--- src/rtl/gate_bist_if.sv ---
// gate_bist_if: bundles the run handshake, the stimulus/response pins and the
// result lines of the two-input gate BIST.
`default_nettype none

interface gate_bist_if;
   logic       start;
   logic       a;
   logic       b;
   logic       c;
   logic       busy;
   logic       done;
   logic       pass;
   logic [2:0] err_count;
   logic [3:0] fail_vec;

   // master: the BIST engine; slave: the host plus the gate under test
   modport master (
      input  start,
      input  c,
      output a,
      output b,
      output busy,
      output done,
      output pass,
      output err_count,
      output fail_vec
   );

   modport slave (
      output start,
      output c,
      input  a,
      input  b,
      input  busy,
      input  done,
      input  pass,
      input  err_count,
      input  fail_vec
   );
endinterface

`default_nettype wire

--- src/rtl/gate_bist.sv ---
// gate_bist: exhaustive BIST for a 2-input combinational gate; applies ab=00..11,
// each for HOLD_CYCLES cycles, and checks c against the TRUTH table.
`default_nettype none

module gate_bist #(
   parameter int unsigned HOLD_CYCLES = 10,       // legal range 1..255
   parameter logic [3:0]  TRUTH       = 4'b1110   // bit i = expected c for {a,b}=i
) (
   input  logic        clk,
   input  logic        rst,
   gate_bist_if.master bus
);

   localparam logic [1:0] IDLE = 2'd0;
   localparam logic [1:0] RUN  = 2'd1;
   localparam logic [1:0] DONE = 2'd2;

   localparam logic [7:0] LAST_HOLD = 8'(HOLD_CYCLES - 1);
   localparam logic [1:0] LAST_IDX  = 2'd3;
   localparam logic [2:0] MAX_ERR   = 3'd4;

   logic [1:0] state;
   logic [1:0] state_nxt;

   logic [1:0] idx;
   logic [7:0] hold_cnt;
   logic [2:0] err_count;
   logic [3:0] fail_vec;
   logic [1:0] ab;

   logic       accept;
   logic       cmp_edge;
   logic       last_cmp;
   logic       mismatch;

   logic       busy;
   logic       done;
   logic       pass;

   // A start is only honoured outside RUN; while busy it is simply dropped.
   assign accept   = bus.start && (state != RUN);
   assign cmp_edge = (state == RUN) && (hold_cnt == LAST_HOLD);
   assign last_cmp = cmp_edge && (idx == LAST_IDX);
   assign mismatch = (bus.c != TRUTH[idx]);

   always_ff @(posedge clk) begin
      if (rst) begin
         state <= IDLE;
      end else begin
         state <= state_nxt;
      end
   end

   always_comb begin
      state_nxt = state;
      case (state)
         IDLE:    if (bus.start) state_nxt = RUN;
         RUN:     if (last_cmp)  state_nxt = DONE;
         DONE:    if (bus.start) state_nxt = RUN;
         default:                state_nxt = IDLE;
      endcase
   end

   // ab is loaded with the next vector on the same edge idx advances, so the
   // pins always carry the vector whose response is sampled on the compare edge.
   always_ff @(posedge clk) begin
      if (rst) begin
         idx       <= 2'd0;
         hold_cnt  <= 8'd0;
         err_count <= 3'd0;
         fail_vec  <= 4'd0;
         ab        <= 2'd0;
      end else if (accept) begin
         idx       <= 2'd0;
         hold_cnt  <= 8'd0;
         err_count <= 3'd0;
         fail_vec  <= 4'd0;
         ab        <= 2'd0;
      end else if (cmp_edge) begin
         hold_cnt <= 8'd0;
         idx      <= idx + 2'd1;
         ab       <= last_cmp ? 2'd0 : (idx + 2'd1);
         if (mismatch) begin
            fail_vec[idx] <= 1'b1;
            if (err_count != MAX_ERR) begin
               err_count <= err_count + 3'd1;
            end
         end
      end else if (state == RUN) begin
         hold_cnt <= hold_cnt + 8'd1;
      end
   end

   always_comb begin
      busy = 1'b0;
      done = 1'b0;
      pass = 1'b0;
      case (state)
         RUN:  busy = 1'b1;
         DONE: begin
            done = 1'b1;
            pass = (err_count == 3'd0);
         end
         default: ;
      endcase
   end

   assign bus.a         = ab[1];
   assign bus.b         = ab[0];
   assign bus.busy      = busy;
   assign bus.done      = done;
   assign bus.pass      = pass;
   assign bus.err_count = err_count;
   assign bus.fail_vec  = fail_vec;

endmodule

`default_nettype wire

--- src/flat_wrapper.sv ---
// flat-port wrapper written by rule: the top's interface ports become plain ports
module gate_bist_flat 
#(
   parameter int unsigned HOLD_CYCLES = 10,                            
   parameter logic [3:0]  TRUTH       = 4'b1110                                    
)
  (clk, rst, bus_start, bus_c, bus_a, bus_b, bus_busy, bus_done, bus_pass, bus_err_count, bus_fail_vec);
  gate_bist_if bus_i ();
  input  logic clk;
  input  logic rst;
  input wire logic [$bits(bus_i.start)-1:0] bus_start;
  input wire logic [$bits(bus_i.c)-1:0] bus_c;
  output wire logic [$bits(bus_i.a)-1:0] bus_a;
  output wire logic [$bits(bus_i.b)-1:0] bus_b;
  output wire logic [$bits(bus_i.busy)-1:0] bus_busy;
  output wire logic [$bits(bus_i.done)-1:0] bus_done;
  output wire logic [$bits(bus_i.pass)-1:0] bus_pass;
  output wire logic [$bits(bus_i.err_count)-1:0] bus_err_count;
  output wire logic [$bits(bus_i.fail_vec)-1:0] bus_fail_vec;
  assign bus_i.start = bus_start;
  assign bus_i.c = bus_c;
  assign bus_a = bus_i.a;
  assign bus_b = bus_i.b;
  assign bus_busy = bus_i.busy;
  assign bus_done = bus_i.done;
  assign bus_pass = bus_i.pass;
  assign bus_err_count = bus_i.err_count;
  assign bus_fail_vec = bus_i.fail_vec;
  gate_bist #(.HOLD_CYCLES(HOLD_CYCLES), .TRUTH(TRUTH)) u_core (.clk(clk), .rst(rst), .bus(bus_i));
endmodule
--- config.mk ---
export PLATFORM = sky130hd
export DESIGN_NAME = gate_bist_flat
export DESIGN_NICKNAME = d
export VERILOG_FILES = /design/src/rtl/gate_bist_if.sv /design/src/rtl/gate_bist.sv /design/src/flat_wrapper.sv
export SDC_FILE = /design/constraint.sdc
export NUM_CORES = 1
export LEC_CHECK = 0
export CELL_PAD_IN_SITES_DETAIL_PLACEMENT = 1
export CELL_PAD_IN_SITES_GLOBAL_PLACEMENT = 1
export CORE_MARGIN = 3
export CORE_UTILIZATION = 31
export CTS_CLUSTER_DIAMETER = 150
export DETAILED_ROUTE_END_ITERATION = 16
export HOLD_SLACK_MARGIN = 0.06
export PLACE_DENSITY_LB_ADDON = 0.1
export SLEW_MARGIN = 20
export SYNTH_ARGS = -nofsm -noshare
export SYNTH_HDL_FRONTEND = slang
export SYNTH_SLANG_ARGS = --single-unit
--- constraint.sdc ---
create_clock -name clk -period 1.86 [get_ports clk]
set_input_delay 0.372 -clock clk [delete_from_list [all_inputs] [get_ports clk]]
set_output_delay 0.372 -clock clk [all_outputs]
set_load 0.01 [all_outputs]
==> results.md, run 1 <==
* Critical Path RT at 1.49 ns
* Period utilisation layout at 94.1%
* Largest net degree at the start of global routing at 12
* Core Box Area at 3080 um2
* Post-Syn Instances at 114
* Pwr dens at approximately 590 nW/um2
* Via Count at 862
* Most common cell after layout, fill and taps aside: dfxtp_1
* Root Buffer: clkbuf_4
* Nets at 149
* Area growth from synthesis to layout at 27.0%
* Sw Share at 24.4%
* Post-synth ARST share at 0%
* Mapped Area at around 1000 um2
* TritonCTS clock tree: done
* Number of synthesized flops with an enable pin at 0
* Post-DR wirelength/cell at 13.2 um
* Worst Skew at just under 0.004 ns
* Post-route insts no fill at 180
* Startpoint types: register
* Die width at 63.2 um
* Drt pass-1 iters at 3
* Die span in y at 63.2 um
* DPL Wire Length at 1840 um
* Remaining Overflow, GRT at 0
* Pleak at 0.486 nW
* First-pass GRT wire length at 4150 um
* Starting Density at 32.9%
* Vias in the first global route at 930
* Syn avg cell area at 8.89 um2
* Synth unique cells at 33
* Setup TNS at 0 ns
* CTS buffer count at 3
* Sequential power share at 60.7%
* ANT nets after route at 0
* Die footprint at 3990 um2
* DR iter-0 viols at 31
* Sequential fraction of the synthesis area at 41.5%
* Fillers at 375
* Combinational share of power at between 10% and 20%
* Clock Path Buffers at 2
* Max Fclk at approximately 0.57 GHz
* Port bufs at 15
* H-tree level count at 1
* DRT Wirelength at 2380 um
* Ant. Diodes at 0
* Peak supply drop at between 0.2 and 0.3 mV
* Clock power share at 29.2%
* Max-slew violations at 0
* Min cycle time layout at 1.75 ns
* Worst EP arrival at around 1.4 ns
* #FFs+latches synth at 21
* Slew HR at 78.6%
* Sequential cell area at 424 um2
* CP Capture Type: output port
* # IOs at 16
* Worst Tran Pin Value at 0.318 ns
* Fraction of layout cells with a size suffix above 1 at 14.0%
* Finish-stage setup viols at 0
* GRT Total Usage at 13.3%
* Hold Crit Class: register to register
* Critical path fanouts, max at 4
* # rows at 20
* Setup Crit Path Kind: register to output port
* Clock sink count at 21
* Syn nets at 126
* Final Hold Viols at 0
* Average via count per standard cell at 4.79
* Number of max-cap violations at 0
* Placer Congestion at 0.735
* Most frequent cells in the layout: dfxtp_1, nor2_1, clkdlybuf4s50_1, nand2_1, ha_1
* Multi-input gate area at 553 um2
* Status: complete, no violations
* Synth Flop Type: dfxtp_1
* Yosys warning count at 0
* Internal power at 0.000577 W
* # DRC at 0
* RSZ-0062 raised after global routing: false
* Clock Pin Slew Worst Setup and Hold Paths at 0.12 ns
* Psw at approximately 0.00019 W
* Worst skew pair latency at 0.30 ns
* Dpl cells at 175
* Antenna violations before repair at 0
-- power groups by stage --
stage / registers, W / clock network (W) / logic [W]
2_1_floorplan: 0.000472 / 0 / 0.0000417
3_3_place_gp: 0.000472 / 0 / 0.0000733
3_5_place_dp: 0.000473 / 0 / 0.0000753
4_1_cts: 0.000464 / 0.000240 / 0.0000796
5_1_grt: 0.000465 / 0.000266 / 0.0000866
6_report: 0.000464 / 0.000223 / 0.0000766
-- worst max-delay path: stages, from the launching register on --
cell           delay (ns)
dfxtp_2              0.37
inv_1                0.06
ha_1                 0.21
and3b_1              0.16
dlygate4sd2_1        0.28
-- state kept, by name, indices dropped and copies added, names as in the netlist --
signal	flops
u_core.ab	2
u_core.idx	2
u_core.bus.err_count	3
u_core.bus.fail_vec	4
u_core.state	2
u_core.hold_cnt	8
-- synthesized netlist by cell type (2+ instances only) --
cell      number  area share [%]
a31oi_1        4             2.5
or3_1          2             1.2
a21oi_1        7             3.5
dfxtp_1       21              41
o31ai_1        2             1.5
nand3b_1       3             2.2
xnor2_1        7             6.0
o21ai_0        3             1.5
nor2_1        14             5.2
nand3_1        3             1.5
nand2_1       11             4.1
clkbuf_1       2            0.74
nor3_1         2            0.99
ha_1           8             9.9
inv_1          7             2.6
-- routing by layer --
| layer | routed length [um] | GRT usage [%] | vias up |
|---|---|---|---|
| li1 | - | - | 432 |
| met1 | 1070 | 14.4 | 416 |
| met2 | 1190 | 24.5 | 12 |
| met3 | 91 | 4.81 | 2 |
| met4 | 19 | 3.23 | 0 |
| met5 | 0 | 0 | - |
-- cell families after synthesis --
kind of cell | Yosys count | share of synthesized area (%)
AOI/OAI and AO/OA | 20 | 12.2
adders and majority gates | 8 | 9.88
xor gates and xnor gates | 8 | 6.91
buffers and inverters | 11 | 4.20
DFF | 21 | 41.5
and+or+nand+nor | 46 | 25.3
-- through the flow --
stage / hold WS (ns) / instance area (um2) / setup slack (ns) / util (%) / power, W
finish: 0.454 / 1290 / 0.110 / 41.8 / 0.000763
detailed placement: 0.444 / 1240 / 0.126 / 40.4 / 0.000548
global route: 0.479 / 1290 / 0.00673 / 41.8 / 0.000818
CTS: 0.460 / 1280 / 0.00890 / 41.7 / 0.000783
floorplan: 0.444 / 1010 / 0.221 / - / 0.000514
global placement: 0.439 / 1240 / 0.155 / 40.4 / 0.000545
-- final timing paths --
kind,start,end,cells after the start,slack [ns]
hold / removal,u_core.ab[1],u_core.ab[1],2,0.45
hold reg to reg,u_core.ab[1],u_core.ab[1],2,0.45
setup / recovery,u_core.bus.err_count[0],bus_pass,4,0.11
setup reg to reg,u_core.hold_cnt[1],u_core.bus.err_count[2],6,0.16
-- what timing repair did --
action                     in CTS  in global routing
buffers inserted                1                  0
resized for setup               5                  2
setup endpoints to repair       3                  2
cloned                          0                  0
hold buffers                    0                  0
-- area by class of cell --
cell class                      instances  area share [%]
Multi-Input combinational cell         82            43.0
Sequential cell                        21            32.9
Timing Repair Buffer                   21            15.5
Tap cell                               44            4.28
Inverter                                8            2.33
Clock buffer                            4            2.04
Power figures use the tool's default switching activity.
==> inputs of run 2 (changes only) <==
--- a/config.mk
+++ b/config.mk
@@ -7,8 +7,7 @@
 export LEC_CHECK = 0
 export CELL_PAD_IN_SITES_DETAIL_PLACEMENT = 1
 export CELL_PAD_IN_SITES_GLOBAL_PLACEMENT = 1
-export CORE_MARGIN = 3
-export CORE_UTILIZATION = 31
+export CORE_UTILIZATION = 35
 export CTS_CLUSTER_DIAMETER = 150
 export DETAILED_ROUTE_END_ITERATION = 16
 export HOLD_SLACK_MARGIN = 0.06
==> results.md, run 2 (same netlist as run 1, synthesis figures left out) <==
* Status: complete, no violations (unchanged)
* Fillers at 332 (was 375)
* Finish-stage setup viols at 0 (unchanged)
* Die footprint at 3110 um2 (was 3990 um2)
* DPL Wire Length at 1670 um (was 1840 um)
* Area growth from synthesis to layout at 23.7% (was 27.0%)
* Worst skew pair latency at 0.30 ns (about the same)
* Via Count at 836 (was 862)
* Root Buffer: clkbuf_4 (unchanged)
* DRT Wirelength at 2150 um (was 2380 um)
* Nets at 147 (was 149)
* Clock power share at 29.1% (was 29.2%)
* Critical Path RT at 1.49 ns (about the same)
* Largest net degree at the start of global routing at 13 (was 12)
* # rows at 19 (was 20)
* Die span in y at 55.8 um (was 63.2 um)
* CP Capture Type: output port (unchanged)
* Worst Tran Pin Value at 0.334 ns (was 0.318 ns)
* Starting Density at 36.8% (was 32.9%)
* Biggest regs: u_core.hold_cnt x8, u_core.bus.fail_vec x4, u_core.bus.err_count x3 (unchanged)
* DR top layer: met4 (unchanged)
* Sw Share at 24.5% (was 24.4%)
* CTS Hold Bufs at 0 (unchanged)
* Startpoint types: register (unchanged)
* Port bufs at 15 (unchanged)
* Met3 WL post-DR at 44 um (was 91 um)
* Hold Crit Class: register to register (unchanged)
* Setup ws final at 0.131 ns (was 0.110 ns)
* Worst EP arrival at 1.36 ns (was 1.38 ns)
* Post CTS Setup Buffer Count at 0 (was 1)
* Clock Pin Slew Worst Setup and Hold Paths at 0.13 ns (was 0.12 ns)
* Sequential cell area at 424 um2 (unchanged)
* Clock sink count at 21 (unchanged)
* Placer Congestion at 0.787 (was 0.735)
* Combinational share of power at 9.3% (was 10.0%)
* H-tree level count at 1 (unchanged)
* Clock Path Buffers at 2 (unchanged)
* Routed met2 length at 1110 um (was 1190 um)
* Pwr dens at 600 nW/um2 (was 593 nW/um2)
* TritonCTS clock tree: done (unchanged)
* # DRC at 0 (unchanged)
* Core Box Area at 2760 um2 (was 3080 um2)
* GRT Total Usage at 15.1% (was 13.3%)
* DP Worst Slack at 0.102 ns (was 0.126 ns)
* Fraction of layout cells with a size suffix above 1 at 13.4% (was 14.0%)
* Post-DR wirelength/cell at 13.0 um (was 13.2 um)
* # IOs at 16 (unchanged)
* Pleak at 0.469 nW (was 0.486 nW)
* Critical path fanouts, max at 4 (unchanged)
* Remaining Overflow, GRT at 0 (unchanged)
* Setup Crit Path Kind: register to output port (unchanged)
* Multi-input gate area at 553 um2 (unchanged)
* Peak supply drop at 0.317 mV (was 0.263 mV)
* Antenna violations before repair at 0 (unchanged)
* DR iter-0 viols at 21 (was 31)
* Final Hold Viols at 0 (unchanged)
* Worst Skew at 0.0129 ns (was 0.00387 ns)
* Die width at 55.8 um (was 63.2 um)
* Hold WS at 0.463 ns (was 0.454 ns)
* Drt pass-1 iters at 4 (was 3)
* Psw at 0.000184 W (was 0.000186 W)
* Slew HR at 77.7% (was 78.6%)
* Max Fclk at 0.578 GHz (was 0.571 GHz)
* Period utilisation layout at 92.9% (was 94.1%)
* Number of max-cap violations at 0 (unchanged)
* Setup TNS at 0 ns (unchanged)
* Internal power at 0.000568 W (was 0.000577 W)
* ANT nets after route at 0 (unchanged)
* Biggest register: u_core.hold_cnt (unchanged)
* Wl on met1 at 978 um (was 1070 um)
* Average via count per standard cell at 5.07 (was 4.79)
* First-pass GRT wire length at 3750 um (was 4150 um)
* CTS buffer count at 3 (unchanged)
* Ant. Diodes at 0 (unchanged)
* Vias in the first global route at 864 (was 930)
* Most frequent cells in the layout: dfxtp_1, nor2_1, clkdlybuf4s50_1, nand2_1, ha_1 (unchanged)
* Max-slew violations at 0 (unchanged)
* Max FFs per register at 8 (unchanged)
* Most common cell after layout, fill and taps aside: dfxtp_1 (unchanged)
* RSZ-0062 raised after global routing: false (unchanged)
* Sequential power share at 61.6% (was 60.7%)
* Min cycle time layout at 1.73 ns (was 1.75 ns)
==> run 2: power by group through the flow <==
stage | combinational, W | sequential (W) | clock, W
floorplan | 0.0000417 | 0.000472 | 0
global placement | 0.0000708 | 0.000472 | 0
detailed placement | 0.0000725 | 0.000473 | 0
CTS | 0.0000710 | 0.000464 | 0.000232
global route | 0.0000788 | 0.000465 | 0.000251
finish | 0.0000697 | 0.000464 | 0.000219
==> run 2: routing by layer <==
layer  track usage (%)  up-vias
met5                 0        -
met4              5.23        0
met3              2.09        2
met2              27.4        6
met1              18.1      403
li1                  -      425
==> run 2: layout make-up <==
| cell class | count | area share [%] |
|---|---|---|
| timing repair buffer | 19 | 14.4 |
| sequential | 21 | 33.8 |
| multi-input combinational | 82 | 44.1 |
| clock buffer | 3 | 1.80 |
| tap | 31 | 3.09 |
| clock inverter | 1 | 0.399 |
| inverter | 8 | 2.40 |
==> run 2: final timing paths <==
kind	slack (ns)	cells past startpoint	from	end
worst min-delay path	0.46	2	u_core.ab[1]	u_core.ab[1]
worst min register to register	0.46	2	u_core.ab[1]	u_core.ab[1]
worst max-delay path	0.13	4	u_core.bus.err_count[0]	bus_pass
worst max register to register	0.15	6	u_core.hold_cnt[1]	u_core.bus.err_count[2]
==> run 2: what timing repair did <==
| item | in CTS | in global routing |
|---|---|---|
| pin swaps | 0 | 0 |
| gates resized for setup | 6 | 1 |
| setup endpoints to repair | 3 | 1 |
==> run 2: worst max-delay path, stage by stage, from the launching register on <==
cell	delay (ns)
dfxtp_2	0.37
inv_1	0.06
ha_1	0.20
and3b_1	0.16
dlygate4sd2_1	0.27
==> run 2: through the flow <==
stage | cells | cell area, um2 | total power [W] | utilization (%)
floorplan | 114 | 1010 | 0.000514 | -
global placement | 161 | 1220 | 0.000543 | 44.2
detailed placement | 161 | 1220 | 0.000545 | 44.2
CTS | 165 | 1250 | 0.000767 | 45.4
global route | 165 | 1250 | 0.000794 | 45.5
finish | 165 | 1250 | 0.000753 | 45.5
==> RTL change 1, RTL diff (config.mk and constraints of run 2) <==
Make the reset (`rst`) asynchronous in 2 clocked blocks.
--- a/src/rtl/gate_bist.sv
+++ b/src/rtl/gate_bist.sv
@@ -43,7 +43,7 @@
    assign last_cmp = cmp_edge && (idx == LAST_IDX);
    assign mismatch = (bus.c != TRUTH[idx]);
 
-   always_ff @(posedge clk) begin
+   always_ff @(posedge clk or posedge rst) begin
       if (rst) begin
          state <= IDLE;
       end else begin
@@ -63,7 +63,7 @@
 
    // ab is loaded with the next vector on the same edge idx advances, so the
    // pins always carry the vector whose response is sampled on the compare edge.
-   always_ff @(posedge clk) begin
+   always_ff @(posedge clk or posedge rst) begin
       if (rst) begin
          idx       <= 2'd0;
          hold_cnt  <= 8'd0;
Function: differs if rst is asserted again (counterexample within 4 cycles, from zero or initial values and one cycle with rst high); with rst held inactive, the same outputs for 10 cycles.
==> RTL change 1 against run 2 <==
- sequential share of layout area grew 1.2 points
- area after synthesis grew 11%
- setup slack worse by 0.13 ns
- wire length grew 30%
- final cell count is 16% higher
- final area is 20% higher
- sequential cell count unchanged
- highest routed layer unchanged
Power is not compared: it rests on default switching activity, and its combinational part moved more than twofold at a synthesized area within 25%.
==> RTL change 1: results (changes against run 2) <==
Run status
  • Result of the run: complete, no violations

Route
  • Met3 WL: 46 um (+4.5%)
  • WL met1: 1290 um (+32%)
  • Drt via density: 4.97 (-1.9%)
  • First-pass iteration count of the detailed router: 4 (unchanged)
  • Iter 0 DRT Violations: 20 (-4.8%)
  • Routed met2 length: 1420 um (+27%)
  • Wire length per cell after detailed routing: 14.5 um (+11%)
  • Via count: 954 (+14%)

Logic synthesis
  • Sequential area share after synthesis: 0.468 (+0.0529)
  • Compound-cell area share of the yosys netlist: 0.149 (+0.0270)
  • Arithmetic-cell share of the synthesized area counting full adders, half adders and majority gates: 0.0891 (-0.00968)
  • XOR/XNOR Fraction of Synth Area: 0.0234 (-0.0458)
  • Async SR Flop Fraction: 1.00 (+1.00)
  • Predominant post-synthesis flop cell: dfrtp_1
  • Commonest cells in the netlist: 21 x dfrtp_1, 10 x nand2_1, 8 x ha_1, 8 x inv_1, 8 x nor2_1
  • Ranking of synthesized cells by area: dfrtp_1 47%, ha_1 8.9%, nand2_1 3.3%, nand3_1 3.1%, o21ai_0 3.1%
  • Synth Instances: 115 (+0.88%)
  • Yosys warning count: 0 (unchanged)
  • Syn_nets: 127 (+0.79%)
  • Distinct cell type count of the synthesized netlist: 32 (-3.0%)
  • Fraction of synthesized area in multiplexers: 0.0100 (+0.0100)

STA
  • Setup clock skew after layout: 0.00233 ns (-0.0106 ns)
  • Relative max-transition margin: 0.682 (-0.0946)
  • Pins over their slew limit: 0 (unchanged)

Placement
  • Routability-driven placement congestion ratio: 0.829 (+5.4%)
  • HPWL after DPL: 2090 um (+25%)
  • Cells after DPL: 185 (+15%)

Worst setup path
  • Critical path capture point type: flop
  • Largest delay contributor family on the critical path: simple AND/OR/NAND/NOR gates
  • Worst setup slack for register-to-register paths: 0.003 ns (-0.15 ns)
  • Critical path peak fanout: 8 (+4)
  • Delay contributed by the slowest stage of the critical path: 0.47 ns (+0.10 ns)
  • R2r worst-path depth: 6 (unchanged)
  • Arrival time of the worst setup path: 2.07 ns (+0.71 ns)
  • Standard cell with the maximum stage delay on the critical path: or4b_4
  • Critical register-to-register path endpoint: u_core.bus.err_count[1]
  • Startpoint of the most critical setup path: u_core.hold_cnt[1]

Cells and area
  • Number of nets in the finished design: 161 (+9.5%)
  • Total inserted antenna cells: 0 (unchanged)
  • Fraction of layout instances using a drive strength above 1: 0.250 (+0.116)

CTS
  • Longest Clk Path Bufs: 2 (unchanged)
  • H-tree Lvls: 1 (unchanged)

Global routing
  • Overall routing resource usage: 0.183 (+0.0323)
  • First-pass GRT wire length: 4650 um (+24%)
  • Maximum number of pins on one net before global-route repair: 22 (+9)
  • Antenna violations before repair: 0 (unchanged)
  • Via count of the first global-routing pass: 990 (+15%)

Pwr
  • Switching Fraction: 0.399

Hold path
  • Worst Hold Class: in -> async
## RTL change 1: changes by cell type after synthesis, sizes merged, moves of 2 or more
cell / delta
buf: +2
nor2: -6
o31ai: +2
and2: +2
dfrtp: +21
o21ai: +7
nand3: +3
dfxtp: -21
or3: +3
a21oi: -2
xnor2: -6
o2111ai: +2
## RTL change 1: per-stage QoR
step           setup TNS, ns  area (um^2)  hold WS (ns)  setup WS, ns   util
2_1_floorplan              0         1120         0.349        0.0248      -
4_1_cts                    0         1450         0.376        0.0114  0.476
6_report                   0         1500         0.372       0.00299  0.491
5_1_grt              -0.0977         1500         0.394       -0.0326  0.491
3_3_place_gp         -0.0114         1420         0.485      -0.00745  0.464
3_5_place_dp          -0.314         1420         0.493       -0.0934  0.464
## RTL change 1: power groups by stage
stage	combinational, mW	clock [mW]	sequential [mW]
floorplan	0.545	0	0.748
global placement	1.02	0	0.703
detailed placement	1.05	0	0.707
CTS	1.06	0.249	0.699
global route	1.25	0.268	0.709
finish	1.11	0.238	0.695
## RTL change 1: tightest hold or removal path, stage by stage
cell and delay, ns:
clkdlybuf4s50_1 0.39, inv_1 0.05, buf_4 0.28
## RTL change 1: what timing repair did
action | CTS | global route
gates resized for setup | 5 | 7
endpoints found under the hold margin | 0 | 0
pin swaps | 2 | 3
setup endpoints to repair | 10 | 9
hold buffers | 0 | 0
buffers inserted | 0 | 3
## RTL change 1: area by class of cell
cell class / count / area [um^2]
fillers: 361 / 1550
inverters: 9 / 33.8
clock buffers: 3 / 22.5
repair buffers: 34 / 299
well taps: 44 / 55.1
flip-flops and latches: 21 / 526
clock inverters: 1 / 7.51
multi-input cells: 80 / 556
## RTL change 1: per-layer routing
layer  vias to the layer above  track usage
met5                         -            0
met4                         0       0.0816
met3                         4       0.0220
met2                        11        0.315
met1                       474        0.231
li1                        465            -
==> RTL change 2, RTL diff (config.mk and constraints of run 2) <==
Made on the original files. `HOLD_CYCLES` is set to 10 in 2 places; all go to 9.
--- a/src/rtl/gate_bist.sv
+++ b/src/rtl/gate_bist.sv
@@ -3,7 +3,7 @@
 `default_nettype none
 
 module gate_bist #(
-   parameter int unsigned HOLD_CYCLES = 10,       // legal range 1..255
+   parameter int unsigned HOLD_CYCLES = 9,       // legal range 1..255
    parameter logic [3:0]  TRUTH       = 4'b1110   // bit i = expected c for {a,b}=i
 ) (
    input  logic        clk,
--- a/src/flat_wrapper.sv
+++ b/src/flat_wrapper.sv
@@ -1,7 +1,7 @@
 // flat-port wrapper written by rule: the top's interface ports become plain ports
 module gate_bist_flat 
 #(
-   parameter int unsigned HOLD_CYCLES = 10,                            
+   parameter int unsigned HOLD_CYCLES = 9,                            
    parameter logic [3:0]  TRUTH       = 4'b1110                                    
 )
   (clk, rst, bus_start, bus_c, bus_a, bus_b, bus_busy, bus_done, bus_pass, bus_err_count, bus_fail_vec);
Check against the original RTL: same outputs for any inputs over 10 cycles, from zero or initial values and one cycle with rst high; that may be too few to reach the edited logic, so the function may still have changed.
==> RTL change 2 against run 2 <==
- the flow now finishes with violations (setup timing)
- final cell count rose by 9.7%
- power rose by 1.3%
- utilization rose by 4.9 points
- combinational power rose by 6.6%
- non-clock buffer count rose by 13
- sequential cell count did not move
- final area rose by 9.8%
- wire length rose by 14%
- area after synthesis fell by 1.4%
- setup slack got worse by 0.28 ns
- die area fell by 1.3%
- synthesized cell count rose by 3.5%
- critical path depth rose by 2
==> RTL change 2: results (changes against run 2) <==
Run status
  • Result of the run: finished with violations
  • Failing checks: setup timing

Logic synthesis
  • Ranking of synthesized cells by area: dfxtp_1 42%, ha_1 10%, a21oi_1 7.0%, nand2_1 5.3%, nor2_1 4.5%
  • Distinct cell type count of the synthesized netlist: 28 (-15%)
  • Commonest cells in the netlist: 21 x dfxtp_1, 14 x a21oi_1, 14 x nand2_1
  • Syn_nets: 130 (+3.2%)
  • Sequential area share after synthesis: 0.421 (+0.00571)
  • EDFF count, synth: 0 (unchanged)
  • Async SR Flop Fraction: 0 (unchanged)
  • Yosys warning count: 0 (unchanged)
  • Predominant post-synthesis flop cell: dfxtp_1

Worst setup path
  • Delay contributed by the slowest stage of the critical path: 0.49 ns (+0.12 ns)
  • Critical path peak fanout: 4 (unchanged)
  • Arrival time of the worst setup path: 2.27 ns (+0.91 ns)
  • Standard cell with the maximum stage delay on the critical path: or4_4
  • Largest delay contributor family on the critical path: simple AND/OR/NAND/NOR gates

Placement
  • Area of placed instances: 1290 um^2 (+6.1%)
  • Placement Setup Slack: -0.173 ns (-0.275 ns)
  • HPWL after DPL: 1840 um (+9.9%)
  • Routability-driven placement congestion ratio: 0.751 (-4.6%)

Pwr
  • VDD IR max: 0.296 mV (-6.9%)
  • Total leakage power: 0.535 nW (+14%)

Global routing
  • First-pass GRT wire length: 4080 um (+8.8%)
  • Via count of the first global-routing pass: 926 (+7.2%)
  • Antenna violations before repair: 0 (unchanged)
  • Maximum number of pins on one net before global-route repair: 13 (unchanged)
  • Overall routing resource usage: 0.167 (+0.0160)

Hold path
  • Worst Hold Class: reg -> reg

STA
  • Setup slack after layout: -0.153 ns (-0.284 ns)
  • Setup clock skew after layout: 0.00657 ns (-0.00638 ns)
  • Worst slew pin tran: 0.402 ns (+0.0683 ns)
  • Setup violation total in the final timing report: 10 (+10)
  • Hold slack final: 0.484 ns (+0.0205 ns)

CTS
  • Longest Clk Path Bufs: 2 (unchanged)
  • Number of buffers inserted during clock tree synthesis: 3 (unchanged)
  • Worst skew pair latency: 0.30 ns (about the same)
  • Root buffer cell: clkbuf_4
  • H-tree Lvls: 1 (unchanged)
  • Clock-pin slew reported for the worst setup and hold paths after clock tree synthesis: 0.13 ns (about the same)

Route
  • First-pass iteration count of the detailed router: 2 (-2)
  • Via count: 885 (+5.9%)
  • Final wirelength: 2460 um (+14%)
  • DRC viols: 0 (unchanged)
  • Iter 0 DRT Violations: 9 (-57%)

Cells and area
  • Fill cell instance count of the final layout: 329 (-0.90%)
  • Fraction of layout instances using a drive strength above 1: 0.260 (+0.126)
  • Total inserted antenna cells: 0 (unchanged)
  • Number of nets in the finished design: 163 (+11%)
  • Largest registers in the final layout: u_core.hold_cnt x8, u_core.bus.fail_vec x4, u_core.bus.err_count x3
RTL change 2: changes by cell type after synthesis, sizes merged, moves of 2 or more:
cell    change
nor2        -2
nand2       +3
a21oi       +7
a31oi       -3
xnor2       -2
nand3       -2
a21o        +2
clkbuf      +2
RTL change 2: cells by family after synthesis:
logic type	share of synthesized area
AOI/OAI and AO/OA	0.121
xor gates and xnor gates	0.0613
adders and majority gates	0.100
buffers and inverters	0.0463
DFF	0.421
and+or+nand+nor	0.250
RTL change 2: path summary, 6_finish.rpt:
kind | from | end | cells past startpoint
worst max-delay path | u_core.hold_cnt[0] | u_core.bus.err_count[2] | 6
worst min-delay path | u_core.ab[1] | u_core.ab[1] | 2
worst max register to register | u_core.hold_cnt[0] | u_core.bus.err_count[2] | 6
worst min register to register | u_core.ab[1] | u_core.ab[1] | 2
RTL change 2: layout make-up:
class,instances,area [um^2],area share
clock buffers,3,22.5,0.0164
well taps,31,38.8,0.0282
clock inverters,1,5.00,0.00364
repair buffers,32,278,0.202
multi-input cells,85,578,0.420
flip-flops and latches,21,424,0.308
inverters,8,30.0,0.0218
RTL change 2: metrics by stage:
stage               std cells  power (mW)  TNS [ns]  utilization
floorplan                 118       0.509    -0.325            -
global placement          176       0.539    -0.277        0.473
detailed placement        176       0.541    -0.731        0.473
CTS                       181       0.767    -0.597        0.493
global route              181       0.796     -1.63        0.503
finish                    181       0.762    -0.499        0.503
RTL change 2: report_power, final:
part | switching, mW | internal (mW)
Sequential | 0.00602 | 0.455
Clock | 0.146 | 0.0800
Combinational | 0.0400 | 0.0344
Total | 0.192 | 0.570
RTL change 2: worst reg2reg max path, stage by stage (launching register included):
cell     delay [ns]
dfxtp_2        0.35
inv_2          0.05
ha_1           0.13
or4b_4         0.46
or3_4          0.37
or4_4          0.49
a21oi_2        0.12
RTL change 2: timing repair:
item                                    4_1_cts  5_1_grt
buffers inserted                              1        0
hold endpoints to repair                      0        0
pin swaps                                     0        1
gates resized for setup                      12        8
endpoints found under the setup margin       15       19
cloned                                        0        0
RTL change 2: per-layer routing:
metal  track usage  wire length (um)
met1         0.212              1280
met5             0                 0
met4        0.0607                14
met3        0.0304                54
met2         0.281              1110
